### config.mk
export PLATFORM = sky130hd
export DESIGN_NAME = dac_axis_tx
export DESIGN_NICKNAME = d
export VERILOG_FILES = /design/src/rtl/pdh_pkg.sv /design/src/rtl/axis_sync_fifo.sv /design/src/rtl/dac_axis_tx.sv
export SDC_FILE = /design/constraint.sdc
export NUM_CORES = 1
export LEC_CHECK = 0
export ABC_AREA = 1
export BUFFER_PORTS_ARGS = -buffer_cell sky130_fd_sc_hd__buf_4
export CAP_MARGIN = 20
export CORE_MARGIN = 3
export CORE_UTILIZATION = 55
export CTS_CLUSTER_DIAMETER = 30
export DETAILED_ROUTE_END_ITERATION = 8
export GPL_TIMING_DRIVEN = 0
export PLACE_DENSITY = 0.76
export SLEW_MARGIN = 10
export SYNTH_ARGS = -nofsm -noshare
export SYNTH_HDL_FRONTEND = slang
export SYNTH_SLANG_ARGS = --single-unit
### constraint.sdc
create_clock -name clk -period 2.2 [get_ports clk]
set_input_delay 0.66 -clock clk [delete_from_list [all_inputs] [get_ports clk]]
set_output_delay 0.66 -clock clk [all_outputs]
set_load 0.01 [all_outputs]
### src/rtl/pdh_pkg.sv
// Shared types and lane geometry for the DAC AXI-Stream transmitter.
package pdh_pkg;

  typedef enum logic [1:0] {
    ST_IDLE  = 2'd0,
    ST_RUN   = 2'd1,
    ST_DRAIN = 2'd2
  } state_t;

  localparam int LANE_W    = 16;
  localparam int LANE1_OFF = 0;
  localparam int LANE2_OFF = 16;

endpackage

### src/rtl/axis_sync_fifo.sv
// Single-clock FIFO with a combinational head; 1-cycle push-to-visible latency.
// A push while full is accepted only when a pop happens in the same cycle; otherwise it is dropped.
module axis_sync_fifo #(
  parameter int W     = 32,
  parameter int DEPTH = 4
) (
  input  logic                     clk,
  input  logic                     rst_n,
  input  logic                     push,
  input  logic [W-1:0]             din,
  input  logic                     pop,
  output logic [W-1:0]             dout,
  output logic                     full,
  output logic                     empty,
  output logic [$clog2(DEPTH):0]   level
);

  localparam int AW = $clog2(DEPTH);
  localparam int LW = AW + 1;

  logic [W-1:0]  mem [DEPTH];
  logic [AW-1:0] wr_ptr, rd_ptr;
  logic          do_push, do_pop;

  assign empty   = (level == '0);
  assign full    = (level == LW'(DEPTH));
  assign do_pop  = pop && !empty;
  assign do_push = push && (!full || do_pop);
  // Gating the head keeps tdata at zero whenever nothing is queued, including reset.
  assign dout    = empty ? '0 : mem[rd_ptr];

  always_ff @(posedge clk) begin
    if (do_push) mem[wr_ptr] <= din;
  end

  always_ff @(posedge clk or negedge rst_n) begin
    if (!rst_n) begin
      wr_ptr <= '0;
      rd_ptr <= '0;
      level  <= '0;
    end else begin
      if (do_push) wr_ptr <= wr_ptr + AW'(1);
      if (do_pop)  rd_ptr <= rd_ptr + AW'(1);
      case ({do_push, do_pop})
        2'b10:   level <= level + LW'(1);
        2'b01:   level <= level - LW'(1);
        default: level <= level;
      endcase
    end
  end

endmodule

### src/rtl/dac_axis_tx.sv
// Packs two DAC channels into AXI-Stream beats via a small FIFO; write at N gives tvalid at N+1.
// Backpressure queues beats, overflow is sticky; optional ramp generator under DAC_TX_RAMP_EN.
module dac_axis_tx
  import pdh_pkg::*;
#(
  parameter int DAC_DATA_WIDTH   = 14,
  parameter int AXIS_TDATA_WIDTH = 32,
  parameter int FIFO_DEPTH       = 4
) (
  input  logic                        clk,
  input  logic                        rst_n,
  input  logic                        en_i,
  input  logic                        wr_en_i,
  input  logic [1:0]                  ch_sel_i,
  input  logic [DAC_DATA_WIDTH-1:0]   data_i,
  input  logic                        clr_i,
  input  logic                        ramp_i,
  input  logic [DAC_DATA_WIDTH-1:0]   step_i,
  output logic [AXIS_TDATA_WIDTH-1:0] M_AXIS_tdata_o,
  output logic                        M_AXIS_tvalid_o,
  input  logic                        M_AXIS_tready_i,
  output logic [7:0]                  callback_o
);

  localparam int DW    = DAC_DATA_WIDTH;
  localparam int LVL_W = $clog2(FIFO_DEPTH) + 1;

  logic [1:0]                  rst_sync;
  logic                        arst_n;
  state_t                      state, state_nxt;
  logic [DW-1:0]               ch1_q, ch2_q, ch1_nxt, ch2_nxt, lane1, lane2;
  logic                        wr_acc, hold_upd, push, pop, full, empty, ovf_q;
  logic [AXIS_TDATA_WIDTH-1:0] beat;
  logic [LVL_W-1:0]            level;

  function automatic logic [LANE_W-1:0] sext(input logic [DW-1:0] s);
    return {{(LANE_W-DW){s[DW-1]}}, s};
  endfunction

  // Assertion is immediate, release is retimed through two flops.
  always_ff @(posedge clk or negedge rst_n) begin
    if (!rst_n) rst_sync <= 2'b00;
    else        rst_sync <= {rst_sync[0], 1'b1};
  end
  assign arst_n = rst_sync[1];

  always_ff @(posedge clk or negedge arst_n) begin
    if (!arst_n) state <= ST_IDLE;
    else         state <= state_nxt;
  end

  always_comb begin
    state_nxt = state;
    unique case (state)
      ST_IDLE:  if (en_i) state_nxt = ST_RUN;
      ST_RUN:   if (!en_i) state_nxt = ST_DRAIN;
      ST_DRAIN: begin
        if (en_i)       state_nxt = ST_RUN;
        else if (empty) state_nxt = ST_IDLE;
      end
      default:  state_nxt = ST_IDLE;
    endcase
  end

  assign wr_acc = (state == ST_RUN) && en_i && wr_en_i;

  always_comb begin
    ch1_nxt = ch_sel_i[0] ? data_i : ch1_q;
    ch2_nxt = ch_sel_i[1] ? data_i : ch2_q;
  end

`ifdef DAC_TX_RAMP_EN
  logic [DW-1:0] acc_q;
  logic          ramp_act;

  assign ramp_act = (state == ST_RUN) && en_i && ramp_i;

  // Accumulator wraps naturally in DW bits (+max -> -min).
  always_ff @(posedge clk or negedge arst_n) begin
    if (!arst_n)                acc_q <= '0;
    else if (ramp_act && !full) acc_q <= acc_q + step_i;
  end

  always_comb begin
    if (ramp_act) begin
      push     = !full;
      lane1    = acc_q;
      lane2    = ch2_q;
      hold_upd = 1'b0;
    end else begin
      push     = wr_acc;
      lane1    = ch1_nxt;
      lane2    = ch2_nxt;
      hold_upd = wr_acc;
    end
  end
`else
  logic unused_ramp;
  assign unused_ramp = ^{ramp_i, step_i};
  assign push        = wr_acc;
  assign lane1       = ch1_nxt;
  assign lane2       = ch2_nxt;
  assign hold_upd    = wr_acc;
`endif

  always_comb begin
    beat = '0;
    beat[LANE1_OFF +: LANE_W] = sext(lane1);
    beat[LANE2_OFF +: LANE_W] = sext(lane2);
  end

  always_ff @(posedge clk or negedge arst_n) begin
    if (!arst_n) begin
      ch1_q <= '0;
      ch2_q <= '0;
    end else if (hold_upd) begin
      ch1_q <= ch1_nxt;
      ch2_q <= ch2_nxt;
    end
  end

  assign M_AXIS_tvalid_o = !empty;
  assign pop             = M_AXIS_tvalid_o && M_AXIS_tready_i;

  // A fresh overflow beats a coincident clear.
  always_ff @(posedge clk or negedge arst_n) begin
    if (!arst_n)                  ovf_q <= 1'b0;
    else if (push && full && !pop) ovf_q <= 1'b1;
    else if (clr_i)               ovf_q <= 1'b0;
  end

  axis_sync_fifo #(
    .W     (AXIS_TDATA_WIDTH),
    .DEPTH (FIFO_DEPTH)
  ) u_fifo (
    .clk   (clk),
    .rst_n (arst_n),
    .push  (push),
    .din   (beat),
    .pop   (pop),
    .dout  (M_AXIS_tdata_o),
    .full  (full),
    .empty (empty),
    .level (level)
  );

  assign callback_o = {state, ovf_q, 5'(level)};

endmodule

==> results of run 1 <==
==> kinds of logic (layout without fill, tap and decap cells) <==
kind of cell	Yosys count	after routing	share of synthesized area (%)
compound gates	89	89	6.51
xor+xnor	2	2	0.256
fa+ha+maj	6	6	1.21
buf+inv	198	314	12.6
flops	152	152	63.8
other cells	2	3	0.110
simple gates	258	258	15.5
==> power by group through the flow <==
stage / clock network [W] / logic (W) / registers [W]
after floorplan: 0 / 0.00218 / 0.00366
after global placement: 0 / 0.00356 / 0.00367
after detailed placement: 0 / 0.00374 / 0.00368
after CTS: 0.00279 / 0.00432 / 0.00364
after global routing: 0.00294 / 0.00529 / 0.00369
final: 0.00278 / 0.00494 / 0.00366
==> final timing paths <==
check / from / endpoint
hold / removal: rst_sync[1] / ovf_q
setup / recovery: u_fifo.rd_ptr[0] / M_AXIS_tdata_o[12]
min in group clk: rst_sync[0] / rst_sync[1]
max in group asynchronous: rst_n / rst_sync[1]
hold reg to reg: rst_sync[1] / ovf_q
setup reg to reg: u_fifo.level[1] / u_fifo.level[1]
==> layer usage <==
| layer | vias to the layer above | part of all wire [%] |
|---|---|---|
| met4 | 0 | 2.0 |
| met2 | 308 | 52 |
| met3 | 39 | 9.5 |
| met1 | 2503 | 37 |
| met5 | - | 0 |
| li1 | 2416 | - |
==> synthesized netlist by cell type, drive strengths merged <==
| library cell | number |
|---|---|
| xnor2 | 2 |
| inv | 159 |
| ha | 5 |
| a21oi | 30 |
| nor2 | 8 |
| clkbuf | 2 |
| buf | 37 |
| fa | 1 |
| nand4 | 1 |
| o21ai | 59 |
| conb | 2 |
| dfrtp | 40 |
| edfxtp | 112 |
| nand3 | 60 |
| nand2 | 189 |
==> cells in the final DEF (no fill, tap or decap), types with 5 or more instances in the layout <==
cell,instances
nand2_1,151
edfxtp_1,112
a21oi_2,24
dfrtp_1,36
buf_6,20
clkbuf_16,17
nand3_4,5
buf_2,11
nor2_4,6
nand3_1,35
ha_1,5
nand2_2,28
inv_1,156
buf_8,6
nand3_2,20
nand2_4,10
buf_4,74
o21ai_0,52
o21ai_1,7
clkinvlp_4,5
==> per-stage QoR <==
step | power (W) | TNS, ns
after global routing | 0.0119 | -6.38
after CTS | 0.0108 | -4.42
after global placement | 0.00724 | -100.81
final | 0.0114 | -4.56
after detailed placement | 0.00742 | -19.94
after floorplan | 0.00584 | -11.34
==> sequential cells by signal, indices dropped and copies added (netlist names) <==
name           cells
ch1_q             14
ch2_q             14
ovf_q              1
rst_sync           2
state              2
u_fifo.level       3
u_fifo.mem       112
u_fifo.rd_ptr      2
u_fifo.wr_ptr      2
==> timing repair <==
item	in CTS	in global routing
gates resized for setup	60	96
pin swaps	13	25
hold endpoints to repair	2	0
setup buffers	18	3
setup endpoints to repair	60	67
hold buffers	1	0
==> final cells by class <==
| cell class | instances | share of cell area, % |
|---|---|---|
| timing repair buffer | 85 | 9.04 |
| multi-input combinational | 358 | 23.1 |
| buffer | 38 | 3.73 |
| tap | 168 | 2.34 |
| inverter | 159 | 6.77 |
| clock buffer | 20 | 4.87 |
| clock inverter | 12 | 1.45 |
| sequential | 152 | 48.7 |
==> flow_metrics.tcl, run 1 <==
set metrics [dict create \
    status "complete, but fails checks" \
    violations "setup timing" \
    die-area_mm2 0.0138 \
    yosysUniqueCellTypes 23 \
    maxSlewHeadroom_pct 48.7 \
    placed_area_mm2 0.00765 \
    hpwl_um 10400 \
    crit_required_ns 1.54 \
    drv_cap 0 \
    crit_fanout 8 \
    coreArea_mm2 0.0121 \
    ioPinCount 78 \
    grt_use_met3_pct 5.24 \
    peakVddDrop_mv 0.697 \
    hold_path.class "register to asynchronous set/reset pin" \
    die_w_um 118 \
    dpl.cell_count 939 \
    placementRows 40 \
    worst-path-stages 8 \
    crit_slowest_cell "dfrtp_2" \
    p_per_area_mw_per_mm2 1270 \
    p_leak_nw 4.04 \
    fin_crit_sh_pct 110 \
    place_congestion 0.823 \
    start_util_pct 56.7 \
    arrival_ns 1.77 \
    clk_pin_slew_ns 0.06 \
    maxSlewViolCount 0 \
    grt_first_pass_wirelength_um 26300 \
    viasPerCell 5.31 \
    syn_to_final_growth_pct 31.1 \
    sw_frac_of_total_pct 35.8 \
    die_y_um 118 \
    crit_family "buffers and inverters" \
    fmax_mhz 412 \
    pwr-share-comb_pct 43.4 \
    p_clk_share_pct 24.4 \
    first_global_vias 5128 \
    yosysWarnings 0 \
    crit_path_max_incr_delay_ns 0.43 \
    antenna_found_initial 0 \
    syn_inst 707 \
    cts_root_buf "clkbuf_16" \
    cts_buffer_depth 2 \
    ys_seq_elements 152 \
    globalRoute.totalOverflow 0 \
    yosys.area.top_type "edfxtp_1" \
    grt_max_degree 29 \
    worst_pin_slew_ns 0.762 \
    synth_top_area_share_pct 49.2 \
    crit_top_cell "buf_8" \
    synth_area_mm2 0.00684 \
    p_int_w 0.00731 \
    pre_cts_slack_ns -0.304 \
    fin_cells 992 \
    fin_crit_ns 2.43 \
    fill_cells 745 \
    finalHoldViolations 0 \
    use_met1_pct 31.6 \
    clk-insertion-delay-late_ns 0.43 \
    cp-start-kind "register" \
    post-route-util_pct 74.3 \
    worstSetupPathType "register to output pin" \
    drc 0 \
    drt-initial-drc-count 580 \
    finish.instance_area_mm2 0.00897 \
    setup_viol 32 \
    portBuffers 58 \
    fin_ws_ns -0.225 \
    grt.total_usage_pct 24.8 \
    multi_input_area_mm2 0.00207 \
    regArea_mm2 0.00437 \
    post_route_cells_drive_above_1_share_pct 30.6 \
    r2r_slack_ns 0.19 \
    p_switching_w 0.00408 \
    p_seq_share_pct 32.2 \
    ys_seq_area_share_pct 63.8 \
    diodes 0 \
    htree_levels 4 \
    netlist_top_cells_area "edfxtp_1 49%, dfrtp_1 15%, nand2_1 10%, inv_1 8.6%, nand3_1 4.4%" \
    path_cells "inv_2 -> buf_8 -> buf_12 -> buf_8 -> nand2_4 -> nand3_2 -> a21oi_2 -> buf_4" \
    rsz0062_at_grt "true" \
    timing.critical_path.buf_inv 5 \
    finalWirelength_um 17500 \
    clock-sinks 152 \
    use_met2_pct 41.5 \
    end_kind "output pin" \
    drtPass1Iterations 5 \
    finalClockSkew_ns 0.0108 \
    wl_per_cell_um 17.6 \
    cts_tree "done" \
    via_count 5266 \
    grt_busiest_layer "met2" \
    nets 854 \
    holdWs_ns 0.135 \
    r2r_cells 9 \
    syn_avg_cell_area_um2 9.67 \
    numCtsBuffers 17 \
    ant_nets 0 \
]
Note: power is estimated with default switching activity, not from simulation.
==> run 2, diff against run 1 <==
--- a/config.mk
+++ b/config.mk
@@ -8,12 +8,13 @@
 export ABC_AREA = 1
 export BUFFER_PORTS_ARGS = -buffer_cell sky130_fd_sc_hd__buf_4
 export CAP_MARGIN = 20
-export CORE_MARGIN = 3
+export CORE_MARGIN = 10
 export CORE_UTILIZATION = 55
 export CTS_CLUSTER_DIAMETER = 30
 export DETAILED_ROUTE_END_ITERATION = 8
 export GPL_TIMING_DRIVEN = 0
 export PLACE_DENSITY = 0.76
+export SKIP_LAST_GASP = 1
 export SLEW_MARGIN = 10
 export SYNTH_ARGS = -nofsm -noshare
 export SYNTH_HDL_FRONTEND = slang
==> run 2 against run 1 <==
Against the previous run:
- the run still ends with setup timing left
- first-iteration DRC count shrank 14%
- clock power grew 8.6%
- final cell count shrank 0.40%
- die area grew 25%
- non-clock buffer count shrank 4
- wire length grew 2.0%
- design area shrank 1.1%
- combinational power is essentially flat
- critical path type unchanged
- largest cell class unchanged
- largest power group unchanged
==> flow_metrics.tcl, run 2 (synthesis results as in run 1) <==
set metrics [dict create \
    status "complete, but fails checks" \
    violations "setup timing" \
    htree_levels 4 \
    coreArea_mm2 0.0121 \
    hold_path.class "register to asynchronous set/reset pin" \
    cp-start-kind "register" \
    largest-register "u_fifo.mem" \
    cts_tree "done" \
    worst_pin_slew_ns 0.771 \
    ioPinCount 78 \
    syn_to_final_growth_pct 29.7 \
    placed_area_mm2 0.00763 \
    placementRows 40 \
    drtPass1Iterations 5 \
    grt_first_pass_wirelength_um 27800 \
    setup_viol 32 \
    cts_root_buf "clkbuf_16" \
    crit_slowest_cell "dfrtp_2" \
    end_kind "output pin" \
    viasPerCell 5.31 \
    endpoint "M_AXIS_tdata_o[31]" \
    reg.largest.list "u_fifo.mem x112, ch1_q x14, ch2_q x14" \
    largest_reg_flops 112 \
    setup_tns_ns -5.38 \
    worstSetupPathType "register to output pin" \
    post_route_cells_drive_above_1_share_pct 28.7 \
    fmax_mhz 405 \
    drv_cap 0 \
    nets 850 \
    via_count 5247 \
    finish.instance_area_mm2 0.00887 \
    final_cell_mix "161 x nand2_1, 156 x inv_1, 112 x edfxtp_1, 72 x buf_4, 53 x o21ai_0" \
    ant_nets 0 \
    crit_fanout 10 \
    holdWs_ns 0.0577 \
    globalRoute.totalOverflow 0 \
    clk_pin_slew_ns 0.06 \
    r2r-start "state[1]" \
    p_per_area_mw_per_mm2 1300 \
    die_y_um 132 \
    fill_cells 790 \
    hpwl_um 10700 \
    cts_buffer_depth 2 \
    pre_cts_slack_ns -0.258 \
    maxSlewViolCount 0 \
    portBuffers 58 \
    place_congestion 0.855 \
    finalClockSkew_ns 0.00890 \
    drc 0 \
    die_w_um 132 \
    clock-sinks 152 \
    fin_ws_ns -0.270 \
    rsz0062_at_grt "true" \
    finalWirelength_um 17800 \
    grt_max_degree 38 \
    diodes 0 \
    fin_crit_sh_pct 112 \
    peakVddDrop_mv 0.743 \
    arrival_ns 1.81 \
    path_cells "inv_2 -> clkbuf_4 -> nand2_1 -> nand3_1 -> a21oi_4 -> buf_4 -> buf_6" \
    final_common_cell "nand2_1" \
    grt.total_usage_pct 20.4 \
    antenna_found_initial 1 \
    r2r_cells 9 \
    clk-insertion-delay-late_ns 0.43 \
    regToRegEndpoint "u_fifo.level[1]" \
    drt-initial-drc-count 497 \
    numCtsBuffers 17 \
    first_global_vias 5347 \
    critPathLaunch "u_fifo.rd_ptr[0]" \
    r2r_slack_ns 0.16 \
    die-area_mm2 0.0173 \
    crit_required_ns 1.54 \
    fin_crit_ns 2.47 \
    maxSlewHeadroom_pct 48.1 \
    finalHoldViolations 0 \
    wl_per_cell_um 18.0 \
    start_util_pct 56.5 \
    crit_path_max_incr_delay_ns 0.44 \
    p_leak_nw 4.03 \
]
-- run 2: cell count changes in the layout (fill, tap and decap cells not counted), sizes merged --
cell,delta
clkbuf,+2
clkinvlp,-4
clkinv,+2
bufinv,+2
buf,-7
inv,+1
-- run 2: layout make-up --
class                           count  area (µm²)  area share (%)
Tap cell                          168         210            2.37
Sequential cell                   152        4370            49.2
Timing Repair Buffer               81         751            8.47
Clock inverter                     13         179            2.02
Buffer                             38         327            3.68
Clock buffer                       19         433            4.88
Multi-Input combinational cell    358        2000            22.5
Inverter                          159         604            6.82
-- run 2: metal layers --
layer / part of all wire, % / routed length [µm] / global-route usage [%] / vias up
li1: - / - / - / 2413
met1: 38 / 6760 / 23.9 / 2545
met2: 51 / 9180 / 35.0 / 254
met3: 8.4 / 1500 / 5.53 / 33
met4: 2.1 / 377 / 7.54 / 2
met5: 0.067 / 12 / 0 / -
-- run 2: how the worst min path moves through the flow --
stage / start / end / slack [ns] / cells after the start
6_report: rst_sync[1] / ch2_q[8] / 0.06 / 0
5_1_grt: rst_sync[1] / ch2_q[8] / 0.07 / 0
4_1_cts: rst_n / rst_sync[1] / 0.003 / 1
3_5_place_dp: rst_sync[1] / ch2_q[8] / 0.05 / 0
3_3_place_gp: rst_sync[0] / rst_sync[1] / 0.34 / 0
2_1_floorplan: rst_sync[0] / rst_sync[1] / 0.33 / 0
-- run 2: repair_timing --
item | in CTS | in global routing
hold endpoints to repair | 0 | 1
pin swaps | 10 | 23
setup endpoints to repair | 33 | 33
buffers inserted | 16 | 1
gates resized for setup | 68 | 58
hold buffers | 0 | 1
gates cloned | 0 | 0
-- run 2: power breakdown --
group | total [W] | switching [W] | internal, W
clock network | 0.00302 | 0.00113 | 0.00189
registers | 0.00363 | 0.000151 | 0.00348
logic | 0.00491 | 0.00278 | 0.00213
-- run 2: metrics by stage --
stage	total power (W)	std cells	util [%]
2_1_floorplan	0.00584	708	-
3_3_place_gp	0.00727	934	61.9
3_5_place_dp	0.00745	939	63.0
4_1_cts	0.0112	986	71.2
5_1_grt	0.0121	988	73.2
6_report	0.0116	988	73.2
-- run 2: worst max-delay path, delay by kind of cell, from the launching register on --
kind                   cells  cell delay (ns)
AOI/OAI and AO/OA          1             0.22
buffers and inverters      4             0.52
DFF                        1             0.44
and+or+nand+nor            2             0.20
==> run 3, diff against run 2 <==
--- a/config.mk
+++ b/config.mk
@@ -8,12 +8,14 @@
 export ABC_AREA = 1
 export BUFFER_PORTS_ARGS = -buffer_cell sky130_fd_sc_hd__buf_4
 export CAP_MARGIN = 20
+export CORE_ASPECT_RATIO = 1.4
 export CORE_MARGIN = 10
 export CORE_UTILIZATION = 55
 export CTS_CLUSTER_DIAMETER = 30
 export DETAILED_ROUTE_END_ITERATION = 8
 export GPL_TIMING_DRIVEN = 0
 export PLACE_DENSITY = 0.76
+export REMOVE_ABC_BUFFERS = 1
 export SKIP_LAST_GASP = 1
 export SLEW_MARGIN = 10
 export SYNTH_ARGS = -nofsm -noshare
==> run 3 against run 2 <==
Against the previous run:
- the flow still finishes with violations (setup timing)
- hold slack better by 0.12 ns
- wire length down 1.4%
- combinational power down 9.0%
- design area down 4.7%
- clock skew down 0.00092 ns
- power down 7.4%
- non-clock buffer count down 33
==> flow_metrics.tcl, run 3 (synthesis results as in run 1) <==
set metrics [dict create \
    finalWirelength_um 17600 \
    crit_path_max_incr_delay_ns 0.54 \
    pre_cts_slack_ns -0.698 \
    fin_crit_ns 2.41 \
    placed_area_mm2 0.00742 \
    portBuffers 60 \
    r2r_slack_ns 0.16 \
    placementRows 48 \
    grt_max_degree 41 \
    grt_first_pass_wirelength_um 26800 \
    p_leak_nw 3.83 \
    status "complete, but fails checks" \
    violations "setup timing" \
    ant_nets 0 \
    rsz0062_at_grt "true" \
    fmax_mhz 415 \
    viasPerCell 5.37 \
    cts_root_buf "clkbuf_16" \
    maxSlewHeadroom_pct 61.0 \
    via_count 5057 \
    p_switching_w 0.00391 \
    numCtsBuffers 17 \
    fin_crit_sh_pct 110 \
    first_global_vias 5338 \
    ioPinCount 78 \
    cts_tree "done" \
    drv_cap 0 \
    peakVddDrop_mv 0.769 \
    die_y_um 152 \
    final_common_cell "nand2_1" \
    drtPass1Iterations 5 \
    final_cell_mix "181 x nand2_1, 156 x inv_1, 112 x edfxtp_1, 68 x buf_4, 56 x nand3_1" \
    crit_slowest_cell "dfrtp_4" \
    crit_fanout 8 \
    finalClockSkew_ns 0.00798 \
    worst_pin_slew_ns 0.584 \
    nets 821 \
    r2r_cells 10 \
    cts_buffer_depth 2 \
    reg.largest.list "u_fifo.mem x112, ch1_q x14, ch2_q x14" \
    worstSetupPathType "register to output pin" \
    pwr-share-comb_pct 41.7 \
    p_int_w 0.00680 \
    htree_levels 4 \
    hpwl_um 9020 \
    post_route_cells_drive_above_1_share_pct 20.1 \
    p_clk_share_pct 23.8 \
    path_cells "bufbuf_16 -> nand2_1 -> nand3_1 -> a21oi_2 -> buf_4" \
    end_kind "output pin" \
    hold_path.class "register to asynchronous set/reset pin" \
    start_util_pct 55.8 \
    die-area_mm2 0.0174 \
    antenna_found_initial 0 \
    globalRoute.totalOverflow 0 \
    maxSlewViolCount 0 \
    die_w_um 114 \
    finish.instance_area_mm2 0.00845 \
    clock-sinks 152 \
    largest_reg_flops 112 \
    fin_ws_ns -0.211 \
    clk_pin_slew_ns 0.06 \
    clk-insertion-delay-late_ns 0.42 \
    largest-register "u_fifo.mem" \
    diodes 0 \
    sw_frac_of_total_pct 36.5 \
    coreArea_mm2 0.0123 \
    drc 0 \
    finalHoldViolations 0 \
    wl_per_cell_um 18.7 \
    place_congestion 0.700 \
    crit_required_ns 1.54 \
    setup_viol 32 \
    setup_tns_ns -5.05 \
    drt-initial-drc-count 527 \
    p_per_area_mw_per_mm2 1270 \
    syn_to_final_growth_pct 23.6 \
    arrival_ns 1.75 \
    p_seq_share_pct 34.5 \
    grt.total_usage_pct 19.8 \
    cp-start-kind "register" \
]
[run 3: layout make-up]
class	count	area, µm²
flip-flops and latches	152	4370
fillers	835	3800
multi-input cells	359	1780
repair buffers	86	915
inverters	159	638
clock buffers	20	437
well taps	150	188
clock inverters	12	80.1
repair inverters	3	36.3
[run 3: critical path: cells and delay by family, from the launching register on]
kind | cells | cell delay [ns]
flip-flops | 1 | 0.54
AND/OR/NAND/NOR | 2 | 0.18
AO/OA/AOI/OAI | 1 | 0.18
buffers and inverters | 2 | 0.44
[run 3: stage by stage]
| stage | cells | power (W) | utilization (%) | hold WS (ns) |
|---|---|---|---|---|
| finish | 941 | 0.0107 | 69.0 | 0.181 |
| global route | 941 | 0.0112 | 69.0 | 0.202 |
| CTS | 937 | 0.0104 | 67.7 | 0.00779 |
| detailed placement | 886 | 0.00710 | 60.6 | 0.187 |
| global placement | 879 | 0.00688 | 58.9 | 0.336 |
| floorplan | 669 | 0.00551 | - | 0.331 |
[run 3: layer usage]
layer	global-route usage, %	share of wire [%]	vias up
met3	4.65	8.1	60
met4	9.10	3.7	0
met2	36.1	53	231
li1	-	-	2362
met1	20.6	35	2404
met5	0	0	-
[run 3: worst paths after layout]
check / startpoint / to
hold / removal: rst_sync[1] / ch1_q[9]
min in group clk: rst_sync[0] / rst_sync[1]
setup / recovery: u_fifo.rd_ptr[0] / M_AXIS_tdata_o[27]
max in group asynchronous: rst_sync[1] / u_fifo.rd_ptr[0]
setup reg to reg: u_fifo.level[0] / u_fifo.level[2]
hold reg to reg: rst_sync[1] / ch1_q[9]
[run 3: power by group through the flow]
stage,Combinational (W),Clock [W],Sequential (W)
finish,0.00447,0.00255,0.00370
global route,0.00482,0.00270,0.00372
CTS,0.00415,0.00254,0.00368
detailed placement,0.00325,0,0.00386
global placement,0.00295,0,0.00393
floorplan,0.00169,0,0.00381
[run 3: repair_timing]
action	4_1_cts	5_1_grt
pin swaps	7	13
hold endpoints to repair	0	2
setup buffers	13	1
gates resized for setup	31	28
hold buffers	0	1
endpoints found under the setup margin	102	33
gates cloned	6	2
